==> src/rtl/olint_multi_v5.sv <==
// Multi-lane frequency-to-phase integrator with wrap/saturate arithmetic,
// per-lane clear/preload, sticky overflow flags and a decimated phase snapshot.
// Ports:
//   clk, rst (async, active-low)
//   in_valid, ferror[CHANNELS*INPUT_WIDTH]  : per-lane signed frequency error
//   sat_mode                                : 0 wrap, 1 saturate
//   clear, load[CHANNELS], load_value       : per-lane clear / preload
//   ovf_clr                                 : clears all sticky overflow flags
//   perror, out_valid                       : registered decimated snapshot + strobe
//   ovf_flag[CHANNELS]                      : sticky overflow per lane
module olint_multi_v5 #(
  parameter int unsigned CHANNELS          = 4,
  parameter int unsigned INPUT_WIDTH       = 32,
  parameter int unsigned ACCUMULATOR_WIDTH = 32,
  parameter int unsigned DECIM             = 1
) (
  input  logic                                  clk,
  input  logic                                  rst,
  input  logic                                  in_valid,
  input  logic [CHANNELS*INPUT_WIDTH-1:0]       ferror,
  input  logic                                  sat_mode,
  input  logic [CHANNELS-1:0]                   clear,
  input  logic [CHANNELS-1:0]                   load,
  input  logic [CHANNELS*ACCUMULATOR_WIDTH-1:0] load_value,
  input  logic                                  ovf_clr,
  output logic [CHANNELS*ACCUMULATOR_WIDTH-1:0] perror,
  output logic                                  out_valid,
  output logic [CHANNELS-1:0]                   ovf_flag
);

  localparam int unsigned IW = INPUT_WIDTH;
  localparam int unsigned AW = ACCUMULATOR_WIDTH;
  localparam int unsigned CW = (DECIM > 1) ? $clog2(DECIM) : 1;
  localparam logic signed [AW-1:0] ACC_MAX = {1'b0, {(AW-1){1'b1}}};
  localparam logic signed [AW-1:0] ACC_MIN = {1'b1, {(AW-1){1'b0}}};

  logic signed [AW-1:0] r_acc     [CHANNELS];
  logic signed [AW-1:0] w_acc_nxt [CHANNELS];
  logic signed [AW:0]   w_sum     [CHANNELS];
  logic [CHANNELS-1:0]    w_ovf;
  logic [CHANNELS*AW-1:0] w_snap;
  logic [CW-1:0]          r_count;
  logic                   w_strobe;

  // Snapshot fires on the accepted sample that completes a decimation group.
  assign w_strobe = in_valid && (r_count == CW'(DECIM - 1));

  // Per-lane next accumulator: clear > load > accumulate > hold.
  always_comb begin
    w_ovf  = '0;
    w_snap = '0;
    for (int k = 0; k < int'(CHANNELS); k++) begin
      w_sum[k]     = (AW+1)'(r_acc[k]) + (AW+1)'($signed(ferror[k*IW +: IW]));
      w_acc_nxt[k] = r_acc[k];
      if (clear[k]) begin
        w_acc_nxt[k] = '0;
      end else if (load[k]) begin
        w_acc_nxt[k] = load_value[k*AW +: AW];
      end else if (in_valid) begin
        // Top two bits of the widened sum disagree only when out of range.
        w_ovf[k] = w_sum[k][AW] ^ w_sum[k][AW-1];
        if (sat_mode && w_ovf[k]) begin
          w_acc_nxt[k] = w_sum[k][AW] ? ACC_MIN : ACC_MAX;
        end else begin
          w_acc_nxt[k] = w_sum[k][AW-1:0];
        end
      end
      w_snap[k*AW +: AW] = w_acc_nxt[k];
    end
  end

  // Accumulators and sticky flags (set wins over clear).
  always_ff @(posedge clk or negedge rst) begin
    if (!rst) begin
      for (int k = 0; k < int'(CHANNELS); k++) begin
        r_acc[k] <= '0;
      end
      ovf_flag <= '0;
    end else begin
      for (int k = 0; k < int'(CHANNELS); k++) begin
        r_acc[k] <= w_acc_nxt[k];
      end
      ovf_flag <= (ovf_flag & ~{CHANNELS{ovf_clr}}) | w_ovf;
    end
  end

  // Decimation counter and registered snapshot.
  always_ff @(posedge clk or negedge rst) begin
    if (!rst) begin
      r_count   <= '0;
      perror    <= '0;
      out_valid <= 1'b0;
    end else begin
      out_valid <= w_strobe;
      if (w_strobe) begin
        perror  <= w_snap;
        r_count <= '0;
      end else if (in_valid) begin
        r_count <= r_count + CW'(1);
      end
    end
  end

endmodule

==> config.mk <==
export PLATFORM = sky130hd
export DESIGN_NAME = olint_multi_v5
export DESIGN_NICKNAME = d
export VERILOG_FILES = /design/src/rtl/olint_multi_v5.sv
export SDC_FILE = /design/constraint.sdc
export NUM_CORES = 1
export LEC_CHECK = 0
export BUFFER_PORTS_ARGS = -buffer_cell sky130_fd_sc_hd__buf_2
export CAP_MARGIN = 40
export CELL_PAD_IN_SITES_DETAIL_PLACEMENT = 1
export CELL_PAD_IN_SITES_GLOBAL_PLACEMENT = 1
export CORE_ASPECT_RATIO = 0.5
export CORE_UTILIZATION = 45
export CTS_CLUSTER_DIAMETER = 200
export DETAILED_ROUTE_END_ITERATION = 8
export PLACE_DENSITY = 0.95
export SLEW_MARGIN = 25
export SYNTH_ARGS = -nofsm -noshare
export SYNTH_HDL_FRONTEND = slang
export SYNTH_SLANG_ARGS = --single-unit
==> constraint.sdc <==
create_clock -name clk -period 6.5 [get_ports clk]
set_clock_uncertainty 0.1 [all_clocks]
set_input_delay 0.65 -clock clk [delete_from_list [all_inputs] [get_ports clk]]
set_output_delay 0.65 -clock clk [all_outputs]
set_load 0.005 [all_outputs]
# Word level (Yosys, flattened, before mapping)
# Index checks and enable logic that the tools add are counted.
totals:
  regBits: 262
  inputBits: 269
  elab_cells: 61
op_classes:
  add_sub_neg: 5
  n_mux: 34
  n_bitwise: 8
  n_reduce_logical: 6
op_table:
  columns: ["op", "count"]
  rows:
  - ["2-to-1 mux 32 bit", 20]
  - ["adder 32 x 32 -> 33 bit", 4]
  - ["2-to-1 mux 1 bit", 14]
  - ["logical AND 1 bit", 5]
  - ["AND 4 bit", 1]
  - ["inverter 4 bit", 1]
  - ["bitwise OR 4 bit", 1]
  - ["bitwise XOR 1 bit", 4]
  - ["nonzero test 2 bit", 1]
  - ["adder 1 bit (second input constant)", 1]
  - ["inverter 1 bit", 1]

# Depth between registers and ports, before layout
depth:
  ltp_word: 7
  mapped_depth: 14

# Worst setup path before layout
# No wires, ideal clock.
synth_timing:
  kind: "input -> register"
  from: "in ferror[0]"
  to: "reg r_acc[126] (netlist bit)"
  setup_time_ps: 104
  arrival_ps: 3454
  setup_slack_ps: 2842
  path_stages: 14
  n_path_buf: 2
  cell_sequence: "ha_1 fa_1 a211o_1 a2111o_1 o311ai_0 a21o_1 a21oi_1 nor3_2 xor2_1 nor2_1 buf_2 buf_2 o21ai_0 a221oi_1"
synth_lines:
  columns: ["item", "line_no", "rtl"]
  rows:
  - ["start, declared", "20", "input logic [CHANNELS*INPUT_WIDTH-1:0] ferror,"]
  - ["end signal, assigned by index", "81", "r_acc[k] <= w_acc_nxt[k];"]
  - ["end, declared", "37", "logic signed [AW-1:0] r_acc [CHANNELS];"]

==> results.md <==
- Status: completed
- Post-synth design cell area: 0.0194 sq mm
- CTS resizes: 0
- Via count: 20,600
- Fill cell count: 5,116
- Core ar.: 0.0422 sq mm
- Vias in the first global route: 21,800
- Clock power share: 30.0%
- DR iter-0 viols: 1,637
- Max-Cap Viols: 0
- Tcrit/Tclk final: 73.1%
- Num ports: 402
- First-pass GRT wire length: 120,000 um
- CTS tree: yes
- Worst slew margin: 44.5%
- Crit Path Class: reg -> reg
- Fin. max-slew vios: 0
- Syn Area/Cell: 8.46 sq um
- Routed len/inst: 24.2 um
- Footprint of the multi-input gates: 0.0117 sq mm
- Pin count of the biggest net entering global routing: 105
- Setup Buffers After CTS: 0
- Worst-skew pair later-pin latency: 0.58 ns
- Clk slew on worst S/H paths: 0.07 ns
- Worst EP required: 6.84 ns
- GPL Wtd Cong: 0.958
- Post-synth cell types: 87
- Synthesized netlist cell count: 2,289
- Share of cells above drive strength 1: 21.1%
- Flop pwr share: 33.5%
- Placed instance area: 0.0218 sq mm
- Routed wire length: 77,500 um
- Initial core utilization: 45.9%
- Final Util: 53.9%
- Leak Pwr: 0.0111 uW
- Global Route Usage Sum: 34.3%
- Worst Hold Class: in -> async
- Place WS: 1.57 ns
- # nets final: 2,986
- Post-DRT Antenna Nets: 0
- YS warnings: 0
- Die H: 149 um
- Clock Sinks: 262
- Net Sw Frac: 38.0%
- EDFF count, synth: 0
- RSZ-0062 raised after global routing: no
- Total gr overflow: 0
- Port Buffers: 401
- Seq cells post-synth: 262
- Die Wd: 295 um
- Setup TNS: 0 ns
- Power Density: 252 mW/mm^2
- Root Driver: clkbuf_16
- Vias/cell: 6.42
- Die area: 0.0439 sq mm
- TritonCTS buffer count: 28
- Combinational share of power: 36.5%
- Cts hold-fix bufs: 0
- Post-synth net total: 2,690
- Post-route setup slack: 1.75 ns
- Final Setup Violations: 0
- Part of the Yosys area used for sequential elements: 33.8%
- Final hold vios: 0
- Row Count: 53
- WP data arrival: 5.09 ns
- H-tree depth: 1
- Clock Path Buffers: 3
- Drt drc: 0
- Min Tclk post-route: 4.75 ns
- P&R area growth vs syn: 17.5%
- Setup crit end kind: flop
- FF+latch area: 0.00656 sq mm
- Worst Setup Start Kind: flop
- Post-Layout Inst Area: 0.0228 sq mm
- P_int: 3560 uW
- Post-synth ARST share: 100%
- Detailed placement HPWL: 54,500 um
- P_sw: 2180 uW
- Maximum VDD drop: 0.000193 V
- First drt pass iteration count: 5
- Slew of the pin with the lowest slew margin: 0.823 ns
- Initial antenna violation count: 25
- Max FO, Critical Path: 39
- Fmax: 211 MHz
- Top_reg_cell synth: dfrtp_1
==> cell usage after synthesis (19+ instances only) <==
master	instances	area share [%]
a221oi_1	82	3.7
a21oi_1	252	6.5
nand4_1	19	0.61
a31oi_1	33	1.1
o21ai_1	29	0.75
ha_1	128	8.3
xnor2_1	74	3.3
clkbuf_1	127	2.5
nor3_1	28	0.72
o21a_1	21	0.81
nand2_1	126	2.4
a21o_1	72	2.8
a22oi_1	97	3.8
a211oi_1	24	0.93
xor2_1	41	1.9
dfrtp_1	262	34
o21ai_0	252	6.5
nor2_1	153	3.0
inv_1	120	2.3
mux2_2	21	1.2
nand3_1	37	0.96
o21bai_1	19	0.74
nor2b_1	29	0.94
buf_2	27	0.70
and3_1	27	0.87
==> cell families (layout without fill, tap and decap cells) <==
logic type      count (synthesis)  count (layout)  share of synthesized area (%)
simple gates                  462             462                           11.1
buf+inv                       287             602                           5.94
mux                            22              22                           1.27
fa+ha+maj                     132             132                           8.68
xor+xnor                      115             115                           5.20
other cells                     0              24                              0
compound gates               1009            1009                           33.9
flops                         262             262                           33.8
==> power groups by stage <==
stage | Clock (uW) | Sequential (uW) | Combinational, uW
floorplan | 0 | 1920 | 1330
global placement | 0 | 1930 | 1900
detailed placement | 0 | 1940 | 2010
CTS | 1740 | 1920 | 2050
global route | 1800 | 1940 | 2270
finish | 1730 | 1920 | 2100
==> critical path, stage by stage (launching register included) <==
cell	delay, ns
dfrtp_1	0.39
ha_1	0.27
fa_1	0.44
a21oi_1	0.21
o21bai_1	0.12
o31ai_1	0.46
o2111ai_1	0.15
nand2_1	0.20
o31a_1	0.26
o21a_1	0.27
mux2i_4	0.62
buf_4	0.50
o21ai_0	0.20
a221oi_1	0.40
==> registers in the layout, indices dropped and copies added (netlist names) <==
| name | count |
|---|---|
| perror | 128 |
| r_acc | 128 |
| ovf_flag | 4 |
| out_valid | 1 |
| r_count | 1 |
==> routing by layer <==
metal | GRT usage [%] | part of all wire, %
met5 | 0 | 0.014
met4 | 25.7 | 7.5
met3 | 4.75 | 5.2
met2 | 56.5 | 48
met1 | 41.3 | 39
==> final timing paths <==
check	endpoint	cells past startpoint	start	slack, ns
setup reg to reg	r_acc[79]	13	r_acc[64]	1.75
setup / recovery	r_acc[79]	13	r_acc[64]	1.75
hold reg to reg	perror[90]	1	perror[90]	0.41
hold / removal	perror[46]	1	rst	0.0002
max in group asynchronous	r_acc[16]	3	rst	5.02
min in group clk	perror[17]	3	load_value[17]	0.22
==> through the flow <==
| stage | std cells | power (uW) | hold WS, ns |
|---|---|---|---|
| finish | 3205 | 5750 | 0.000162 |
| global route | 3205 | 6010 | 0.0517 |
| CTS | 3181 | 5700 | 0.0244 |
| detailed placement | 3132 | 3950 | 0.370 |
| global placement | 3128 | 3830 | 0.358 |
| floorplan | 2289 | 3250 | 0.254 |
==> area by class of cell <==
class	count	share of cell area, %
Clock inverter	11	0.528
Clock buffer	38	3.64
Sequential cell	262	28.8
Inverter	121	2.01
Timing Repair Buffer	432	10.1
Antenna cell	24	0.264
Multi-Input combinational cell	1740	51.5
Tap cell	577	3.17
==> cells in the final DEF (no fill, tap or decap), types with 6 or more instances in the layout <==
cell type / instances
o41ai_1: 9
a221oi_2: 6
nor2b_1: 29
clkbuf_16: 29
or3_1: 7
mux2_2: 21
a22oi_1: 97
nand2_1: 125
diode_2: 24
xnor2_1: 74
o21ai_0: 252
a31oi_1: 33
o22ai_1: 7
nand3_1: 37
a221oi_1: 82
o211a_1: 10
ha_1: 128
a21oi_1: 252
a31o_2: 9
and2_1: 8
buf_4: 26
nor3_1: 27
inv_1: 120
o211ai_1: 6
buf_2: 400
o31ai_1: 12
nand4_1: 19
o21ai_1: 29
a211oi_1: 24
nor2_1: 152
o21a_1: 21
xor2_1: 41
clkbuf_8: 7
o21bai_1: 19
a21o_1: 72
dfrtp_1: 262
and3_1: 27
Note: power is estimated with default switching activity, not from simulation.
